<file path="src/rtl/sram_fifo_ctrl_if.sv">
// Stream and SRAM-strobe bundle for sram_fifo_ctrl.
// The master side is the producer/consumer plus the SRAM macro; the slave side is the controller.
interface sram_fifo_ctrl_if #(
    parameter int unsigned ADDR_WIDTH = 4,
    parameter int unsigned DATA_WIDTH = 4
);
    logic                  push;
    logic [DATA_WIDTH-1:0] push_data;
    logic                  pop;
    logic [DATA_WIDTH-1:0] pop_data;
    logic                  pop_valid;
    logic                  full;
    logic                  empty;
    logic                  almost_full;
    logic [ADDR_WIDTH:0]   count;
    logic                  overflow;
    logic                  underflow;
    logic                  mem_fault;
    logic                  mem_write;
    logic [ADDR_WIDTH-1:0] mem_write_addr;
    logic [DATA_WIDTH-1:0] mem_wr_data;
    logic                  mem_read;
    logic [ADDR_WIDTH-1:0] mem_read_addr;
    logic [DATA_WIDTH-1:0] mem_rd_data;
    logic                  mem_wr_done;
    logic                  mem_rd_done;

    modport master (
        output push, push_data, pop, mem_rd_data, mem_wr_done, mem_rd_done,
        input  pop_data, pop_valid, full, empty, almost_full, count,
               overflow, underflow, mem_fault,
               mem_write, mem_write_addr, mem_wr_data, mem_read, mem_read_addr
    );

    modport slave (
        input  push, push_data, pop, mem_rd_data, mem_wr_done, mem_rd_done,
        output pop_data, pop_valid, full, empty, almost_full, count,
               overflow, underflow, mem_fault,
               mem_write, mem_write_addr, mem_wr_data, mem_read, mem_read_addr
    );
endinterface

</file>
<file path="src/rtl/sram_fifo_ctrl.sv">
// FIFO controller in front of a single-clock SRAM: pointers, occupancy, status flags,
// one-cycle read return and a sticky check of the SRAM done handshake.
module sram_fifo_ctrl #(
    parameter int unsigned ADDR_WIDTH   = 4,
    parameter int unsigned DATA_WIDTH   = 4,
    parameter int unsigned AFULL_THRESH = 12
) (
    input  logic             clk,
    input  logic             rst,
    sram_fifo_ctrl_if.slave  bus
);
    localparam int unsigned DEPTH = 1 << ADDR_WIDTH;
    localparam int unsigned CNT_W = ADDR_WIDTH + 1;

    logic [ADDR_WIDTH-1:0] wr_ptr_q, wr_ptr_d;
    logic [ADDR_WIDTH-1:0] rd_ptr_q, rd_ptr_d;
    logic [CNT_W-1:0]      count_q, count_d;
    logic                  wr_pend_q, wr_pend_d;
    logic                  rd_pend_q, rd_pend_d;
    logic                  chk_en_q, chk_en_d;
    logic                  overflow_q, overflow_d;
    logic                  underflow_q, underflow_d;
    logic                  mem_fault_q, mem_fault_d;

    logic full_c;
    logic empty_c;
    logic push_acc_c;
    logic pop_acc_c;
    logic pop_valid_c;
    logic hs_err_c;

    // Acceptance from registered status; a pending read is dropped while in reset.
    always_comb begin
        full_c      = (count_q == CNT_W'(DEPTH));
        empty_c     = (count_q == CNT_W'(0));
        push_acc_c  = bus.push & ~full_c;
        pop_acc_c   = bus.pop & ~empty_c;
        pop_valid_c = rd_pend_q & bus.mem_rd_done & ~rst;
        hs_err_c    = chk_en_q & ((bus.mem_wr_done != wr_pend_q) |
                                  (bus.mem_rd_done != rd_pend_q));
    end

    always_comb begin
        wr_ptr_d    = wr_ptr_q;
        rd_ptr_d    = rd_ptr_q;
        count_d     = count_q;
        wr_pend_d   = push_acc_c;
        rd_pend_d   = pop_acc_c;
        chk_en_d    = 1'b1;
        overflow_d  = overflow_q  | (bus.push & full_c);
        underflow_d = underflow_q | (bus.pop & empty_c);
        mem_fault_d = mem_fault_q | hs_err_c;

        if (push_acc_c) begin
            wr_ptr_d = wr_ptr_q + ADDR_WIDTH'(1);
        end
        if (pop_acc_c) begin
            rd_ptr_d = rd_ptr_q + ADDR_WIDTH'(1);
        end
        case ({push_acc_c, pop_acc_c})
            2'b10:   count_d = count_q + CNT_W'(1);
            2'b01:   count_d = count_q - CNT_W'(1);
            default: count_d = count_q;
        endcase
    end

    always_ff @(posedge clk) begin
        if (rst) begin
            wr_ptr_q    <= '0;
            rd_ptr_q    <= '0;
            count_q     <= '0;
            wr_pend_q   <= 1'b0;
            rd_pend_q   <= 1'b0;
            chk_en_q    <= 1'b0;
            overflow_q  <= 1'b0;
            underflow_q <= 1'b0;
            mem_fault_q <= 1'b0;
        end else begin
            wr_ptr_q    <= wr_ptr_d;
            rd_ptr_q    <= rd_ptr_d;
            count_q     <= count_d;
            wr_pend_q   <= wr_pend_d;
            rd_pend_q   <= rd_pend_d;
            chk_en_q    <= chk_en_d;
            overflow_q  <= overflow_d;
            underflow_q <= underflow_d;
            mem_fault_q <= mem_fault_d;
        end
    end

    assign bus.full           = full_c;
    assign bus.empty          = empty_c;
    assign bus.almost_full    = (count_q >= CNT_W'(AFULL_THRESH));
    assign bus.count          = count_q;
    assign bus.overflow       = overflow_q;
    assign bus.underflow      = underflow_q;
    assign bus.mem_fault      = mem_fault_q;
    assign bus.pop_valid      = pop_valid_c;
    assign bus.pop_data       = pop_valid_c ? bus.mem_rd_data : DATA_WIDTH'(0);
    assign bus.mem_write      = push_acc_c;
    assign bus.mem_write_addr = wr_ptr_q;
    assign bus.mem_wr_data    = bus.push_data;
    assign bus.mem_read       = pop_acc_c;
    assign bus.mem_read_addr  = rd_ptr_q;
endmodule

</file>
<file path="src/flat_wrapper.sv">
// flat-port wrapper written by rule: the top's interface ports become plain ports
module sram_fifo_ctrl_flat 
#(
    parameter int unsigned ADDR_WIDTH   = 4,
    parameter int unsigned DATA_WIDTH   = 4,
    parameter int unsigned AFULL_THRESH = 12
)
  (clk, rst, bus_push, bus_push_data, bus_pop, bus_mem_rd_data, bus_mem_wr_done, bus_mem_rd_done, bus_pop_data, bus_pop_valid, bus_full, bus_empty, bus_almost_full, bus_count, bus_overflow, bus_underflow, bus_mem_fault, bus_mem_write, bus_mem_write_addr, bus_mem_wr_data, bus_mem_read, bus_mem_read_addr);
  sram_fifo_ctrl_if #(.ADDR_WIDTH(ADDR_WIDTH), .DATA_WIDTH(DATA_WIDTH)) bus_i ();
  input  logic clk;
  input  logic rst;
  input wire logic [$bits(bus_i.push)-1:0] bus_push;
  input wire logic [$bits(bus_i.push_data)-1:0] bus_push_data;
  input wire logic [$bits(bus_i.pop)-1:0] bus_pop;
  input wire logic [$bits(bus_i.mem_rd_data)-1:0] bus_mem_rd_data;
  input wire logic [$bits(bus_i.mem_wr_done)-1:0] bus_mem_wr_done;
  input wire logic [$bits(bus_i.mem_rd_done)-1:0] bus_mem_rd_done;
  output wire logic [$bits(bus_i.pop_data)-1:0] bus_pop_data;
  output wire logic [$bits(bus_i.pop_valid)-1:0] bus_pop_valid;
  output wire logic [$bits(bus_i.full)-1:0] bus_full;
  output wire logic [$bits(bus_i.empty)-1:0] bus_empty;
  output wire logic [$bits(bus_i.almost_full)-1:0] bus_almost_full;
  output wire logic [$bits(bus_i.count)-1:0] bus_count;
  output wire logic [$bits(bus_i.overflow)-1:0] bus_overflow;
  output wire logic [$bits(bus_i.underflow)-1:0] bus_underflow;
  output wire logic [$bits(bus_i.mem_fault)-1:0] bus_mem_fault;
  output wire logic [$bits(bus_i.mem_write)-1:0] bus_mem_write;
  output wire logic [$bits(bus_i.mem_write_addr)-1:0] bus_mem_write_addr;
  output wire logic [$bits(bus_i.mem_wr_data)-1:0] bus_mem_wr_data;
  output wire logic [$bits(bus_i.mem_read)-1:0] bus_mem_read;
  output wire logic [$bits(bus_i.mem_read_addr)-1:0] bus_mem_read_addr;
  assign bus_i.push = bus_push;
  assign bus_i.push_data = bus_push_data;
  assign bus_i.pop = bus_pop;
  assign bus_i.mem_rd_data = bus_mem_rd_data;
  assign bus_i.mem_wr_done = bus_mem_wr_done;
  assign bus_i.mem_rd_done = bus_mem_rd_done;
  assign bus_pop_data = bus_i.pop_data;
  assign bus_pop_valid = bus_i.pop_valid;
  assign bus_full = bus_i.full;
  assign bus_empty = bus_i.empty;
  assign bus_almost_full = bus_i.almost_full;
  assign bus_count = bus_i.count;
  assign bus_overflow = bus_i.overflow;
  assign bus_underflow = bus_i.underflow;
  assign bus_mem_fault = bus_i.mem_fault;
  assign bus_mem_write = bus_i.mem_write;
  assign bus_mem_write_addr = bus_i.mem_write_addr;
  assign bus_mem_wr_data = bus_i.mem_wr_data;
  assign bus_mem_read = bus_i.mem_read;
  assign bus_mem_read_addr = bus_i.mem_read_addr;
  sram_fifo_ctrl #(.ADDR_WIDTH(ADDR_WIDTH), .DATA_WIDTH(DATA_WIDTH), .AFULL_THRESH(AFULL_THRESH)) u_core (.clk(clk), .rst(rst), .bus(bus_i));
endmodule
</file>
<file path="config.mk">
export PLATFORM = sky130hd
export DESIGN_NAME = sram_fifo_ctrl_flat
export DESIGN_NICKNAME = d
export VERILOG_FILES = /design/src/rtl/sram_fifo_ctrl_if.sv /design/src/rtl/sram_fifo_ctrl.sv /design/src/flat_wrapper.sv
export SDC_FILE = /design/constraint.sdc
export NUM_CORES = 1
export LEC_CHECK = 0
export CAP_MARGIN = 10
export CORE_MARGIN = 2
export CORE_UTILIZATION = 38
export DETAILED_ROUTE_END_ITERATION = 7
export PLACE_DENSITY = 0.79
export SLEW_MARGIN = 20
export SYNTH_ARGS = -nofsm -noshare
export SYNTH_HDL_FRONTEND = slang
export SYNTH_SLANG_ARGS = --single-unit
</file>
<file path="constraint.sdc">
create_clock -name clk -period 3 [get_ports clk]
set_input_delay 0.45 -clock clk [delete_from_list [all_inputs] [get_ports clk]]
set_output_delay 0.45 -clock clk [all_outputs]
set_load 0.02 [all_outputs]
</file>
==> metrics <==
Core Box Area 2730 um2; Tcrit/Tclk final 0.932; P_leak 0.613 nW; crit-path leading delay family compound AO/OA/AOI/OAI gates; Data required, critical path 3.20 ns; Buf/Inv on CP 1; Routability Congestion 0.802; Yosys reg bits 19; register area share after synthesis 0.353; P per Cell Area 897 nW/um2; Netlist cell types 37; number of inserted diodes 0; top cells by area, synth dfxtp_1, ha_1, nor2_1; Avg Inst Size Synth 8.90 um2; Overall Power 1.31 mW; Max Clock Freq 358 MHz; level count of the clock H-tree 1; async set-or-reset flop fraction in the synthesized netlist 0; I/O Buffers 35; Detail Placement HPWL 1940 um; Antenna Violating Nets Remaining 0; Post-CTS Hold Buffers 0; CTS Sinks 19; # DRC 0; synth warn 0; CP Class reg2reg; worst hold path class reg2reg; 1st-iter DRT viols 21; vias in the first global route 945; area grow syn2layout 35.7%; Syn Nets 142; die area 3280 um2; max cap viols 0; crit path cell chain or4_4, o21ai_4, inv_2, ha_1, xor2_1, ha_1, o21ai_0, a21o_1, a32oi_1, mux2_2; CP Capture Type register; Chip Height 57.2 um; Critical Path Start u_core.bus.count[1]$_SDFFE_PP0P_; Die Wd 57.2 um; Worst setup SP type register; First-pass DRT Iterations 4; Least-Margin Pin Slew 0.346 ns; row count 19; Worst-path clk slew 0.11 ns; largest net degree at the start of global routing 21; worst slew margin relative to its limit 0.767; TritonCTS Buffers 3; ys flop type dfxtp_1; Fin. Hold Viols 0; clock root cell clkbuf_4; CP max stage delay 0.57 ns; most frequent cell after synthesis dfxtp_1; Vias 970; vias per cell 5.24; TNS Setup 0 ns; post-CTS sizing 0; top-area cell type share of the netlist area 0.353; worst reg2reg path startpoint u_core.bus.count[1]$_SDFFE_PP0P_; Gate Count Post-Synth 121; VDD IR max 0.000475 V; wire length per cell 13.4 um; fin. max-slew vios 0; Critical-path top delay cell or4_4; Starting Density 0.394; initial antenna violation count 0; RSZ-0062 raised after global routing no; worst-skew pair later-pin latency 0.30 ns; most frequent CP cell ha_1; top post-synthesis cells by count dfxtp_1, nor2_1, ha_1, inv_1; critical path arrival 3.00 ns; Post-synth EDFFs 0; CTS tree yes; gr usage total 0.159; Nets 176; post-CTS setup buffers 0; first-pass GRT wire length 4060 um; total grt overflow 0; Setup-failing EPs final 0; Tmin final 2.80 ns; post-synth top area cell dfxtp_1; IO Pins 44; Total Wirelength 2470 um; outcome complete, no violations; crit-path max FO 6; Cell Area, Synth 1080 um2; Fin Hold WS 0.478 ns; Clock Skew 0.00271 ns; ratio of cells with drive above 1 in the final layout 0.0909; CTS Buffer Depth 2; Hold Crit Start u_core.bus.mem_fault$_SDFF_PP0_
## per-stage QoR
stage	util	instance area (um2)	cells	worst slack, ns
floorplan	-	1080	121	0.0328
global placement	0.524	1430	181	0.321
detailed placement	0.524	1430	181	0.234
CTS	0.535	1460	185	0.200
global route	0.535	1460	185	0.0107
finish	0.535	1460	185	0.203
## worst reg2reg max path, cell delays in order, from the launching register on
cell     delay, ns
dfxtp_1       0.36
or4_4         0.57
o21ai_4       0.23
inv_2         0.08
ha_1          0.26
xor2_1        0.17
ha_1          0.23
o21ai_0       0.11
a21o_1        0.17
a32oi_1       0.18
mux2_2        0.35
## per-layer routing
layer	wire, um	vias up	track usage
met5	0	-	0
met4	50	0	0.0731
met3	181	5	0.0408
met2	1260	41	0.289
met1	981	451	0.171
li1	-	473	-
## report_power, final
part / leakage (nW) / internal (mW) / switching (mW)
logic: 0.439 / 0.379 / 0.427
clock network: 0.0177 / 0.0498 / 0.0798
registers: 0.156 / 0.311 / 0.0648
total: 0.613 / 0.740 / 0.572
## final timing paths
check	slack (ns)	cells after the start	endpoint
worst min register to register	0.48	2	u_core.bus.mem_fault$_SDFF_PP0_
worst max-delay path	0.20	10	u_core.bus.count[4]$_SDFFE_PP0P_
worst min-delay path	0.48	2	u_core.bus.mem_fault$_SDFF_PP0_
worst max register to register	0.20	10	u_core.bus.count[4]$_SDFFE_PP0P_
## cell type report
cell class                 instances  area, um2
clock buffer                       3       22.5
clock inverter                     1       5.00
fill                             260       1270
inverter                           7       26.3
multi-input combinational         84        601
sequential                        19        380
tap                               31       38.8
timing repair buffer              40        388
## placed cells by master (no fill, tap or decap), types with 2 or more instances in the layout
master and count:
dfxtp_1 19, a32oi_1 2, or3_1 2, nand2_1 2
and2_1 5, o21a_1 2, nor2_1 17, mux2i_1 4
buf_4 5, a21o_1 2, xor2_1 6, clkbuf_4 3
a21oi_1 6, clkdlybuf4s50_1 35, and3_1 2, ha_1 7
inv_1 6, a211oi_1 2, o21ai_0 3, nor2b_1 2
nand2b_1 3, nand3_1 3, xnor2_1 3
## sequential cells by signal (all words and copies together), names as in the netlist
register and count:
u_core.bus.mem_fault 1, u_core.bus.underflow 1, u_core.bus.mem_write_addr 4, u_core.rd_pend_q 1, u_core.chk_en_q 1, u_core.wr_pend_q 1
u_core.bus.overflow 1, u_core.bus.count 5, u_core.bus.mem_read_addr 4
## kinds of logic after synthesis
logic type,count (synthesis),synth area share
simple gates,42,0.217
compound gates,21,0.138
flops,19,0.353
buf+inv,18,0.0894
xor+xnor,9,0.0732
fa+ha+maj,7,0.0813
mux,5,0.0476
(Power assumes the default switching activity.)
